$ cat config.mk
export PLATFORM = sky130hd
export DESIGN_NAME = xy2_100_tx
export DESIGN_NICKNAME = d
export VERILOG_FILES = /design/src/rtl/xy2_100_tx.sv
export SDC_FILE = /design/constraint.sdc
export NUM_CORES = 1
export LEC_CHECK = 0
export ABC_CLOCK_PERIOD_IN_PS = 2600
export BUFFER_PORTS_ARGS = -buffer_cell sky130_fd_sc_hd__buf_2
export CORE_MARGIN = 3
export CORE_UTILIZATION = 45
export CTS_CLUSTER_DIAMETER = 80
export DETAILED_ROUTE_END_ITERATION = 7
export SLEW_MARGIN = 20
export SYNTH_ARGS = -nofsm -noshare
export SYNTH_HDL_FRONTEND = slang
export SYNTH_SLANG_ARGS = --single-unit
export TNS_END_PERCENT = 5
$ cat constraint.sdc
create_clock -name clk_ref -period 2.6 [get_ports clk_ref]
set_input_delay 0.52 -clock clk_ref [delete_from_list [all_inputs] [get_ports clk_ref]]
set_output_delay 0.52 -clock clk_ref [all_outputs]
set_load 0.05 [all_outputs]
$ cat src/rtl/xy2_100_tx.sv
`default_nettype none
// xy2_100_tx -- XY2-100 controller-side transmitter: serialises X/Y set-points
// into continuous 20-bit frames (3 control bits, 16 data bits, even parity).
module xy2_100_tx #(
  parameter int unsigned HALF_PERIOD = 5,
  parameter logic [2:0]  CTRL_BITS   = 3'b001
) (
  input  logic        clk_ref,
  input  logic        sys_rstn,
  input  logic        en,
  input  logic [15:0] pos_x,
  input  logic [15:0] pos_y,
  input  logic        pos_valid,
  output logic        pos_ready,
  output logic        frame_start,
  output logic        xy_clk,
  output logic        xy_sync,
  output logic        xy_x,
  output logic        xy_y,
  input  logic        xy_status,
  output logic        status_sync
);

  localparam int unsigned      DIV_W    = $clog2(2 * HALF_PERIOD);
  localparam logic [DIV_W-1:0] DIV_LAST = DIV_W'(2 * HALF_PERIOD - 1);
  localparam logic [DIV_W-1:0] DIV_FALL = DIV_W'(HALF_PERIOD - 1);
  localparam logic [4:0]       BIT_LAST = 5'd19;
  localparam logic [4:0]       BIT_PRTY = 5'd18;

  typedef enum logic [0:0] {S_IDLE = 1'b0, S_SEND = 1'b1} state_t;

  state_t           state_q;
  logic [DIV_W-1:0] div_cnt_q;
  logic [4:0]       bit_cnt_q;
  logic [18:0]      sr_x_q, sr_y_q;
  logic             xy_clk_q, xy_sync_q, xy_x_q, xy_y_q, frame_start_q;
  logic [15:0]      cur_x_q, cur_y_q, cur_x_d, cur_y_d;
  logic [15:0]      hold_x_q, hold_y_q, hold_x_d, hold_y_d;
  logic             hold_full_q, hold_full_d;
  logic             sync1_q, sync2_q;
  logic             w_load, w_accept;
  logic [19:0]      w_frame_x, w_frame_y;

  function automatic logic [19:0] make_frame(input logic [15:0] d);
    logic [18:0] b;
    b = {CTRL_BITS, d};
    return {b, ^b};
  endfunction

  assign w_load = en && ((state_q == S_IDLE) ||
                         (div_cnt_q == DIV_LAST && bit_cnt_q == BIT_LAST));
  assign w_accept = pos_valid && !hold_full_q;

  // A load in the same cycle as an accept consumes the old holding state,
  // so the freshly accepted pair waits for the following frame.
  always_comb begin
    cur_x_d     = cur_x_q;
    cur_y_d     = cur_y_q;
    hold_x_d    = hold_x_q;
    hold_y_d    = hold_y_q;
    hold_full_d = hold_full_q;
    if (w_load && hold_full_q) begin
      cur_x_d     = hold_x_q;
      cur_y_d     = hold_y_q;
      hold_full_d = 1'b0;
    end
    if (w_accept) begin
      hold_x_d    = pos_x;
      hold_y_d    = pos_y;
      hold_full_d = 1'b1;
    end
  end

  assign w_frame_x = make_frame(cur_x_d);
  assign w_frame_y = make_frame(cur_y_d);

  always_ff @(posedge clk_ref or negedge sys_rstn) begin
    if (!sys_rstn) begin
      cur_x_q     <= 16'h0000;
      cur_y_q     <= 16'h0000;
      hold_x_q    <= 16'h0000;
      hold_y_q    <= 16'h0000;
      hold_full_q <= 1'b0;
      sync1_q     <= 1'b0;
      sync2_q     <= 1'b0;
    end else begin
      cur_x_q     <= cur_x_d;
      cur_y_q     <= cur_y_d;
      hold_x_q    <= hold_x_d;
      hold_y_q    <= hold_y_d;
      hold_full_q <= hold_full_d;
      sync1_q     <= xy_status;
      sync2_q     <= sync1_q;
    end
  end

  always_ff @(posedge clk_ref or negedge sys_rstn) begin
    if (!sys_rstn) begin
      state_q       <= S_IDLE;
      div_cnt_q     <= '0;
      bit_cnt_q     <= 5'd0;
      sr_x_q        <= 19'd0;
      sr_y_q        <= 19'd0;
      xy_clk_q      <= 1'b0;
      xy_sync_q     <= 1'b0;
      xy_x_q        <= 1'b0;
      xy_y_q        <= 1'b0;
      frame_start_q <= 1'b0;
    end else begin
      frame_start_q <= 1'b0;
      if (w_load) begin
        state_q       <= S_SEND;
        div_cnt_q     <= '0;
        bit_cnt_q     <= 5'd0;
        xy_clk_q      <= 1'b1;
        xy_sync_q     <= 1'b1;
        xy_x_q        <= w_frame_x[19];
        xy_y_q        <= w_frame_y[19];
        sr_x_q        <= w_frame_x[18:0];
        sr_y_q        <= w_frame_y[18:0];
        frame_start_q <= 1'b1;
      end else if (state_q == S_SEND) begin
        if (div_cnt_q == DIV_LAST) begin
          div_cnt_q <= '0;
          if (bit_cnt_q == BIT_LAST) begin
            state_q   <= S_IDLE;
            bit_cnt_q <= 5'd0;
            xy_clk_q  <= 1'b0;
            xy_sync_q <= 1'b0;
            xy_x_q    <= 1'b0;
            xy_y_q    <= 1'b0;
            sr_x_q    <= 19'd0;
            sr_y_q    <= 19'd0;
          end else begin
            bit_cnt_q <= bit_cnt_q + 5'd1;
            xy_clk_q  <= 1'b1;
            xy_sync_q <= (bit_cnt_q != BIT_PRTY);
            xy_x_q    <= sr_x_q[18];
            xy_y_q    <= sr_y_q[18];
            sr_x_q    <= {sr_x_q[17:0], 1'b0};
            sr_y_q    <= {sr_y_q[17:0], 1'b0};
          end
        end else begin
          div_cnt_q <= div_cnt_q + 1'b1;
          if (div_cnt_q == DIV_FALL) xy_clk_q <= 1'b0;
        end
      end
    end
  end

  assign pos_ready   = !hold_full_q;
  assign frame_start = frame_start_q;
  assign xy_clk      = xy_clk_q;
  assign xy_sync     = xy_sync_q;
  assign xy_x        = xy_x_q;
  assign xy_y        = xy_y_q;
  assign status_sync = sync2_q;

endmodule
`default_nettype wire

==> results of run 1 <==
==> state kept, by name, summed over array words and instances, names as in the netlist <==
signal / count
xy_clk: 1
xy_y: 1
xy_x: 1
state_q: 1
div_cnt_q: 4
cur_y_q: 16
bit_cnt_q: 5
status_sync: 1
cur_x_q: 16
sr_x_q: 19
hold_full_q: 1
frame_start: 1
hold_y_q: 16
sr_y_q: 19
hold_x_q: 16
sync1_q: 1
xy_sync: 1
==> where the power goes <==
part / total [mW] / switching (mW) / internal [mW]
Sequential: 2.75 / 0.437 / 2.31
Combinational: 2.46 / 1.10 / 1.36
Clock: 2.06 / 0.750 / 1.31
Total: 7.27 / 2.29 / 4.98
==> cell families after synthesis <==
group,Yosys count,synth area share
XOR/XNOR,60,0.0930
AND/OR/NAND/NOR,27,0.0352
adder cells (fa/ha/maj),5,0.0111
multiplexers,68,0.156
buffers and inverters,26,0.0387
AO/OA/AOI/OAI,95,0.135
flip-flops,120,0.531
==> worst paths after layout <==
kind	from	endpoint	slack [ns]	depth (start not counted)
setup / recovery	bit_cnt_q[1]	sr_x_q[3]	0.30	8
hold / removal	sys_rstn	status_sync	0.05	1
setup reg to reg	bit_cnt_q[1]	sr_x_q[3]	0.30	8
hold reg to reg	sync1_q	status_sync	0.35	0
max in group asynchronous	sys_rstn	hold_x_q[9]	1.93	2
min in group clk_ref	xy_status	sync1_q	0.22	1
==> metrics by stage <==
stage	cell area, um2	hold slack [ns]	util	worst slack (ns)	total power [mW]
floorplan	5650	0.224	-	0.565	4.69
global route	6560	0.0632	0.540	0.164	7.74
CTS	6560	0.0407	0.540	0.290	7.39
finish	6560	0.0486	0.540	0.301	7.27
global placement	6040	0.335	0.497	0.353	5.23
detailed placement	6040	0.341	0.497	0.305	5.28
==> layer usage <==
layer	track usage	up-vias
met5	0	-
met3	0.0519	17
met2	0.234	49
met1	0.222	1642
li1	-	1553
met4	0.0623	0
==> layout make-up <==
class	count	area, um2
well taps	168	210
clock buffers	28	507
repair buffers	54	363
fillers	1076	5600
clock inverters	3	15.0
inverters	6	22.5
multi-input cells	255	2440
flip-flops and latches	120	3000
==> cell usage in the layout, fill, tap and decap left out, types with 2 or more instances in the layout <==
cell	instances
sky130_fd_sc_hd__buf_2	42
sky130_fd_sc_hd__inv_1	5
sky130_fd_sc_hd__a21oi_1	3
sky130_fd_sc_hd__buf_4	7
sky130_fd_sc_hd__a22o_2	11
sky130_fd_sc_hd__buf_12	5
sky130_fd_sc_hd__xnor2_1	54
sky130_fd_sc_hd__nand2_1	8
sky130_fd_sc_hd__nand3_1	2
sky130_fd_sc_hd__nor3_1	3
sky130_fd_sc_hd__mux2_2	38
sky130_fd_sc_hd__a221o_1	2
sky130_fd_sc_hd__clkbuf_16	17
sky130_fd_sc_hd__clkinv_2	3
sky130_fd_sc_hd__o21ai_0	10
sky130_fd_sc_hd__xor2_1	6
sky130_fd_sc_hd__dfrtp_1	120
sky130_fd_sc_hd__a21o_1	32
sky130_fd_sc_hd__nand3b_1	2
sky130_fd_sc_hd__ha_1	5
sky130_fd_sc_hd__clkbuf_1	7
sky130_fd_sc_hd__a22o_1	29
sky130_fd_sc_hd__mux2_4	28
sky130_fd_sc_hd__clkbuf_8	4
==> results.env, run 1 <==
FIN_CELLS=634
PLACE_HPWL_MM=6.76
EDFF_COUNT_SYNTH=0
CATEGORY_OF_THE_WORST_SETUP_PATH_LAUNCH_POINT='flip-flop'
POSTSYNTHNETCOUNT=443
FIRST_GLOBAL_VIAS=3447
CLOCK_INSERTION_DELAY_WORST_SKEW_NS=0.41
NUMBER_OF_DETAILED_ROUTE_ITERATIONS_IN_THE_FIRST_PASS=4
N_ANTENNA_CELL=0
POST_SYNTH_INSTANCE_AREA_MM2=0.00565
INITIAL_CORE_UTIL=0.465
CTS_INSERTED_BUFFERS=17
TIMING.CRITICAL_PATH.TO_TYPE='flip-flop'
AREA_GROWTH_SYN_TO_LAYOUT_PCT=16.1
PERIOD_NEEDED_NS=2.30
RUN_STATUS='finished, final reports clean'
WORST_IR_DROP_VDD_uV=550
CLOCK_INPUT_TRANSITION_AT_THE_SEQUENTIAL_CELLS_OF_THE_WORST_SETUP_AND_HOLD_PATHS_NS=0.05
FINAL_LAYOUT_SIZE_SUFFIX_GT1_FRAC=0.352
GRT_REMAINING_OVERFLOW=0
POST-PLACE-CELLS=603
HP-CLASS='primary input to async pin'
CRITICAL_PATH.SLOWEST_CELL='sky130_fd_sc_hd__dfrtp_1'
DRT-MET1-WL_MM=5.13
HIGHEST_CLOCK_FREQUENCY_THE_DESIGN_CAN_MEET_GHz=0.435
FINAL_WIRELENGTH_MM=10.2
LARGEST_CELLS_BY_AREA_AFTER_SYNTHESIS='sky130_fd_sc_hd__dfrtp_1 53%, sky130_fd_sc_hd__xnor2_1 8.4%, sky130_fd_sc_hd__mux2_2 7.6%, sky130_fd_sc_hd__mux2_4 7.4%, sky130_fd_sc_hd__a22o_1 4.5%'
SETUP_VIOL=0
DR_TOP_LAYER='met4'
POWER-PER-CELL-AREA_mW_PER_MM2=1110
DIE_EXTENT_IN_X_UM=118
DIE_HEIGHT_UM=118
TIMING_HOLD_VIOLATIONS_FINAL=0
GRT_FIRST_PASS_WIRELENGTH_MM=17.6
BUFFER_PORTS.INSERTED=43
CORE_AREA_MM2=0.0122
MET3_LENGTH_UM=332
MET2WIRELENGTH_MM=4.55
SYNTHESIS.YOSYS.WARNINGS=0
CP_NUM_BUF_INV=1
SLEW_VIOL_FINAL=0
CTS_MAX_PATH_BUFS=2
CRIT_CHAIN='ha_1 > nand4bb_4 > o21ai_4 > nand2_4 > nor2_8 > buf_12 > mux2_4 > a21o_1'
DIE_AREA_MM2=0.0139
TIMING.CRITICAL_PATH.REQUIRED_NS=2.90
YOSYS.AREA.TOP_TYPE='sky130_fd_sc_hd__dfrtp_1'
WIRE_PER_INST_UM=16.0
POST-SYNTH-TOP-COUNT-CELL='sky130_fd_sc_hd__dfrtp_1'
YS_SEQ_AREA_FRAC=0.531
ASYNCSETRESETFLOPFRACSYNTH=1.00
SYN_AVG_CELL_AREA_UM2=14.1
SYNTH.FF_LATCH_COUNT=120
POST-ROUTE-PERIOD-UTIL=0.884
FIN_SETUP_TNS_NS=0
POST_CTS_RESIZE_COUNT=0
SYNTH_TOP_CELLS_BY_COUNT='120 x sky130_fd_sc_hd__dfrtp_1, 54 x sky130_fd_sc_hd__xnor2_1, 38 x sky130_fd_sc_hd__mux2_2, 32 x sky130_fd_sc_hd__a21o_1, 29 x sky130_fd_sc_hd__a22o_1'
MAX_SLEW.WORST_PIN.SLEW_NS=0.557
DRT_ITER0_MARKERS=111
FLOORPLAN.IO_PINS=44
YOSYS.AREA.TOP_TYPE_SHARE=0.531
FP-ROW-COUNT=40
ROOT_BUFFER='sky130_fd_sc_hd__clkbuf_16'
POSTSYNTH.TOPFLOPCELL='sky130_fd_sc_hd__dfrtp_1'
SYNTH.LIB_CELLS_USED.DISTINCT=44
ROUTE.DETAILED.VIAS_PER_INST=5.14
FINCLKSKEW_NS=0.00660
FINALNETCOUNT=496
SYNTH_CELLS=401
SLEW-LIMIT-HEADROOM=0.628
VIAS=3261
POST-CTS-SETUP-BUFFER-COUNT=0
RSZ0062_AT_GRT='false'
DRCVIOLATIONCOUNT=0
TRITONCTS='done'
GRT_ANTENNA_BEFORE_REPAIR=0
TIMING.CRITICAL_PATH.SLOWEST_CELL_DELAY_NS=0.40
TIMING.CRITICAL_PATH.ARRIVAL_NS=2.60
CTS.SINKS=120
CRITICAL-PATH-TOP-DELAY-FAMILY='simple AND/OR/NAND/NOR gates'
GRT_START_MAX_NET_PINS=54
STATIC-LEAKAGE-POWER_nW=3.22
ANT_NETS=0
CRITICAL_PATH_PEAK_FANOUT=14
LAST_WEIGHTED_CONGESTION_VALUE_OF_THE_ROUTABILITY_DRIVEN_PLACER=0.749
GRT_USAGE=0.160
CTS_HOLD_BUF=0
SETUP.WORST_PATH.CLASS='flip-flop to flip-flop'
MAXCAPVIOLCOUNT=0
HTREEDEPTH=4
Power figures use the tool's default switching activity.
==> inputs of run 2 (changes only) <==
- HOLD_SLACK_MARGIN: unset -> 0.12
- MAX_ROUTING_LAYER: unset -> met4
==> results.env, run 2 (synthesis results as in run 1) <==
RUN_STATUS='finished, final reports clean'
PLACE_HPWL_MM=6.76
POST-ROUTE-PERIOD-UTIL=0.883
HTREEDEPTH=4
CTS.SINKS=120
MOST_COMMON_CELL_AFTER_LAYOUT_FILL_AND_TAPS_ASIDE='sky130_fd_sc_hd__dfrtp_1'
POST-CTS-SETUP-BUFFER-COUNT=0
FINCLKSKEW_NS=0.00666
GRT_USAGE=0.165
STATIC-LEAKAGE-POWER_nW=3.23
CRITICAL_PATH_PEAK_FANOUT=14
TIMING.CRITICAL_PATH.ARRIVAL_NS=2.59
GRT_REMAINING_OVERFLOW=0
FIRST_GLOBAL_VIAS=3454
POWER.COMBINATIONAL.FRACTION=0.339
FLOORPLAN.IO_PINS=44
TIMING.CRITICAL_PATH.TO_TYPE='flip-flop'
N_ANTENNA_CELL=0
MAX_SLEW.WORST_PIN.SLEW_NS=0.561
DIE_HEIGHT_UM=118
WIRE_PER_INST_UM=16.0
FINAL_LAYOUT_SIZE_SUFFIX_GT1_FRAC=0.351
DRT_ITER0_MARKERS=132
CRITICAL-PATH-TOP-DELAY-FAMILY='simple AND/OR/NAND/NOR gates'
TRITONCTS='done'
CLKPWRFRAC=0.283
FINAL_WIRELENGTH_MM=10.2
CRIT_CHAIN='ha_1 > nand4bb_4 > o21ai_4 > nand2_4 > nor2_8 > buf_12 > mux2_4 > a21o_1'
WORST_IR_DROP_VDD_uV=550
INITIAL_CORE_UTIL=0.465
LAST_WEIGHTED_CONGESTION_VALUE_OF_THE_ROUTABILITY_DRIVEN_PLACER=0.758
MAXCAPVIOLCOUNT=0
CTS_INSERTED_BUFFERS=17
CLOCK_INSERTION_DELAY_WORST_SKEW_NS=0.41
SLEW_VIOL_FINAL=0
CP_NUM_BUF_INV=1
TIMING.CRITICAL_PATH.REQUIRED_NS=2.90
RSZ0062_AT_GRT='false'
BUFFER_PORTS.INSERTED=43
HIGHEST_CLOCK_FREQUENCY_THE_DESIGN_CAN_MEET_GHz=0.436
HP-CLASS='primary input to flip-flop'
PERIOD_NEEDED_NS=2.29
DIE_AREA_MM2=0.0139
CRITICAL_PATH.SLOWEST_CELL='sky130_fd_sc_hd__dfrtp_1'
CORE_AREA_MM2=0.0122
ROUTE.DETAILED.VIAS_PER_INST=5.18
AREA_GROWTH_SYN_TO_LAYOUT_PCT=16.2
ANT_NETS=0
MOST-COMMON-LAYOUT-CELLS='120 x sky130_fd_sc_hd__dfrtp_1, 54 x sky130_fd_sc_hd__xnor2_1, 42 x sky130_fd_sc_hd__buf_2'
FINALNETCOUNT=497
SETUP.WORST_PATH.CLASS='flip-flop to flip-flop'
P_INT_mW=4.98
WHS_NS=0.218
FIN_SETUP_TNS_NS=0
CATEGORY_OF_THE_WORST_SETUP_PATH_LAUNCH_POINT='flip-flop'
GRT_START_MAX_NET_PINS=54
ROOT_BUFFER='sky130_fd_sc_hd__clkbuf_16'
SETUP_VIOL=0
POWER-PER-CELL-AREA_mW_PER_MM2=1110
TIMING_HOLD_VIOLATIONS_FINAL=0
POWER_FRAC_SEQ=0.378
SW_SHARE=0.315
TIMING.CRITICAL_PATH.SLOWEST_CELL_DELAY_NS=0.40
CTS_MAX_PATH_BUFS=2
CLOCK_INPUT_TRANSITION_AT_THE_SEQUENTIAL_CELLS_OF_THE_WORST_SETUP_AND_HOLD_PATHS_NS=0.05
DRCVIOLATIONCOUNT=0
DIE_EXTENT_IN_X_UM=118
SWITCHING_POWER_TOTAL_mW=2.29
SLEW-LIMIT-HEADROOM=0.625
FP-ROW-COUNT=40
GRT_ANTENNA_BEFORE_REPAIR=0
REG_TOP3='sr_x_q: 19 flops, sr_y_q: 19 flops'
GRT_FIRST_PASS_WIRELENGTH_MM=17.6
NUMBER_OF_DETAILED_ROUTE_ITERATIONS_IN_THE_FIRST_PASS=4
VIAS=3291
==> run 2: changes by cell type in the layout (fill, tap and decap cells not counted), sizes merged <==
cell,change
dlygate4sd3,+1
==> run 2: path summary, 6_finish.rpt <==
path / from / endpoint / slack (ns) / cells past startpoint
max: bit_cnt_q[1] / sr_x_q[3] / 0.31 / 8
min: xy_status / sync1_q / 0.22 / 1
max reg2reg: bit_cnt_q[1] / sr_x_q[3] / 0.31 / 8
min reg2reg: sync1_q / status_sync / 0.35 / 0
max in group asynchronous: sys_rstn / hold_x_q[9] / 1.38 / 3
min in group asynchronous: sys_rstn / status_sync / 0.60 / 2
==> run 2: layer usage <==
layer	GRT usage	wire length, um	vias to the layer above
li1	-	-	1557
met1	0.221	5110	1668
met2	0.235	4600	54
met5	-	0	-
met4	0.0623	131	0
met3	0.0514	334	12
==> run 2: what timing repair did <==
action,4_1_cts,5_1_grt
gates resized for setup,0,0
hold buffers,1,0
hold endpoints to repair,28,0
endpoints found under the setup margin,0,0
==> run 2: power by group through the flow <==
stage | clock [mW] | sequential (mW) | combinational, mW
after floorplan | 0 | 2.71 | 1.98
after global placement | 0 | 2.76 | 2.46
after detailed placement | 0 | 2.78 | 2.49
after CTS | 2.13 | 2.76 | 2.51
after global routing | 2.20 | 2.82 | 2.72
final | 2.05 | 2.75 | 2.47
==> run 2: area by class of cell <==
cell class                 instances  area (um2)
clock buffer                      28         507
fill                            1075        5590
inverter                           6        22.5
sequential                       120        3000
multi-input combinational        255        2440
clock inverter                     3        15.0
tap                              168         210
timing repair buffer              55         373
==> run 2: metrics by stage <==
step / power, mW / setup WS [ns] / utilization / instances / cell area [um2]
floorplan: 4.69 / 0.565 / - / 401 / 5650
global placement: 5.23 / 0.353 / 0.497 / 603 / 6040
detailed placement: 5.28 / 0.305 / 0.497 / 603 / 6040
CTS: 7.40 / 0.290 / 0.540 / 635 / 6570
global route: 7.74 / 0.169 / 0.540 / 635 / 6570
finish: 7.27 / 0.305 / 0.540 / 635 / 6570
==> inputs of run 3 (changes only) <==
- PLACE_DENSITY: unset -> 0.62
==> results.env, run 3 (synthesis results as in run 1) <==
HP-CLASS='primary input to async pin'
POST_CTS_RESIZE_COUNT=0
BUFFER_PORTS.INSERTED=43
ROUTE.DETAILED.VIAS_PER_INST=5.19
RUN_STATUS='finished, final reports clean'
WORST_IR_DROP_VDD_uV=743
GRT_USAGE=0.165
CTS.SINKS=120
FLOORPLAN.IO_PINS=44
FILLER_CELL_COUNT=1029
GRT_FIRST_PASS_WIRELENGTH_MM=17.8
RSZ0062_AT_GRT='false'
VIAS=3284
SLEW_VIOL_FINAL=0
FF2FF_SETUP_SLACK_NS=0.22
AREA_GROWTH_SYN_TO_LAYOUT_PCT=15.6
FINAL_LAYOUT_SIZE_SUFFIX_GT1_FRAC=0.359
GRT_ANTENNA_BEFORE_REPAIR=0
MULTI_INPUT_AREA_MM2=0.00244
TRITONCTS='done'
CLOCK_INPUT_TRANSITION_AT_THE_SEQUENTIAL_CELLS_OF_THE_WORST_SETUP_AND_HOLD_PATHS_NS=0.05
HTREEDEPTH=4
CATEGORY_OF_THE_WORST_SETUP_PATH_LAUNCH_POINT='flip-flop'
TIMING.REG2REG.WORST_PATH_DEPTH=8
ROOT_BUFFER='sky130_fd_sc_hd__clkbuf_16'
DRCVIOLATIONCOUNT=0
GRT_START_MAX_NET_PINS=63
PLACE_HPWL_MM=6.78
SEQ_AREA_MM2=0.00300
DIE_HEIGHT_UM=118
ANT_NETS=0
RR_ENDPOINT='sr_y_q[15]'
STATIC-LEAKAGE-POWER_nW=3.23
FP-ROW-COUNT=40
FINCLKSKEW_NS=0.00703
TIMING_HOLD_VIOLATIONS_FINAL=0
GRT_REMAINING_OVERFLOW=0
TIMING.CRITICAL_PATH.REQUIRED_NS=2.89
POWER-PER-CELL-AREA_mW_PER_MM2=1100
LAST_WEIGHTED_CONGESTION_VALUE_OF_THE_ROUTABILITY_DRIVEN_PLACER=0.817
TIMING.CRITICAL_PATH.ARRIVAL_NS=2.67
CLOCK_INSERTION_DELAY_WORST_SKEW_NS=0.41
FIN_SETUP_TNS_NS=0
CTS_MAX_PATH_BUFS=2
FIRST_GLOBAL_VIAS=3520
INITIAL_CORE_UTIL=0.465
N_ANTENNA_CELL=0
CORE_AREA_MM2=0.0122
SETUP.WORST_PATH.END='sr_y_q[15]'
CRITICAL_PATH_PEAK_FANOUT=11
REG_TOP3='sr_x_q: 19 flops, sr_y_q: 19 flops'
STARTPOINT='bit_cnt_q[1]'
FIN_TOTAL_PWR_mW=7.19
MAXCAPVIOLCOUNT=0
CTS_HOLD_BUF=0
FINALNETCOUNT=498
POST-ROUTE-PERIOD-UTIL=0.916
FINAL_WIRELENGTH_MM=10.2
R2R-START='bit_cnt_q[1]'
SETUP.WORST_PATH.CLASS='flip-flop to flip-flop'
HIGHEST_CLOCK_FREQUENCY_THE_DESIGN_CAN_MEET_GHz=0.420
SLEW-LIMIT-HEADROOM=0.472
POST-CTS-SETUP-BUFFER-COUNT=0
TIMING.CRITICAL_PATH.TO_TYPE='flip-flop'
MOST-COMMON-LAYOUT-CELLS='120 x sky130_fd_sc_hd__dfrtp_1, 54 x sky130_fd_sc_hd__xnor2_1, 42 x sky130_fd_sc_hd__buf_2'
WIRE_PER_INST_UM=16.1
DIE_AREA_MM2=0.0139
MAX_SLEW.WORST_PIN.SLEW_NS=0.792
DIE_EXTENT_IN_X_UM=118
CTS_INSERTED_BUFFERS=17
DRT_ITER0_MARKERS=205
MOST_COMMON_CELL_AFTER_LAYOUT_FILL_AND_TAPS_ASIDE='sky130_fd_sc_hd__dfrtp_1'
NUMBER_OF_DETAILED_ROUTE_ITERATIONS_IN_THE_FIRST_PASS=4
PERIOD_NEEDED_NS=2.38
SETUP_VIOL=0
==> run 3: through the flow <==
| stage | area (um2) | util | setup slack, ns | std cells | hold slack, ns |
|---|---|---|---|---|---|
| after global routing | 6530 | 0.537 | 0.0864 | 633 | 0.209 |
| final | 6530 | 0.537 | 0.220 | 633 | 0.199 |
| after global placement | 6030 | 0.496 | 0.308 | 605 | 0.339 |
| after detailed placement | 6030 | 0.496 | 0.232 | 605 | 0.344 |
| after CTS | 6530 | 0.537 | 0.202 | 633 | 0.208 |
| after floorplan | 5650 | - | 0.565 | 401 | 0.224 |
==> run 3: final cells by class <==
| type | count | area share |
|---|---|---|
| Clock inverter | 5 | 0.00383 |
| Timing Repair Buffer | 56 | 0.0540 |
| Sequential cell | 120 | 0.460 |
| Tap cell | 168 | 0.0322 |
| Multi-Input combinational cell | 255 | 0.374 |
| Inverter | 6 | 0.00345 |
| Clock buffer | 23 | 0.0732 |
==> run 3: routing by layer <==
layer / GRT usage / vias to the layer above / wire length, um
met5: - / - / 0
met4: 0.0593 / 0 / 115
met1: 0.223 / 1668 / 4910
met3: 0.0466 / 9 / 364
met2: 0.239 / 55 / 4780
li1: - / 1552 / -
==> run 3: worst min-delay path by stage <==
stage / depth (start not counted) / from / to / slack [ns]
floorplan: 0 / sys_rstn / bit_cnt_q[0] / 0.22
global placement: 0 / sync1_q / status_sync / 0.34
detailed placement: 0 / sync1_q / status_sync / 0.34
CTS: 1 / xy_status / sync1_q / 0.21
global route: 1 / xy_status / sync1_q / 0.21
finish: 1 / sys_rstn / status_sync / 0.20
==> run 3: report_power, final <==
group	internal, mW	total (mW)	leakage [nW]	switching, mW
Combinational	1.36	2.46	1.41	1.10
Sequential	2.31	2.74	1.56	0.424
Clock	1.26	2.00	0.254	0.743
Total	4.93	7.19	3.23	2.26
==> run 3: worst max-delay path, stage by stage (launching register included) <==
cell and delay (ns):
sky130_fd_sc_hd__dfrtp_1 0.41, sky130_fd_sc_hd__ha_1 0.32, sky130_fd_sc_hd__nand4bb_4 0.18, sky130_fd_sc_hd__o21ai_4 0.21, sky130_fd_sc_hd__nand2_4 0.11, sky130_fd_sc_hd__nor2_8 0.25, sky130_fd_sc_hd__buf_4 0.27, sky130_fd_sc_hd__mux2_4 0.32
sky130_fd_sc_hd__a21o_1 0.18
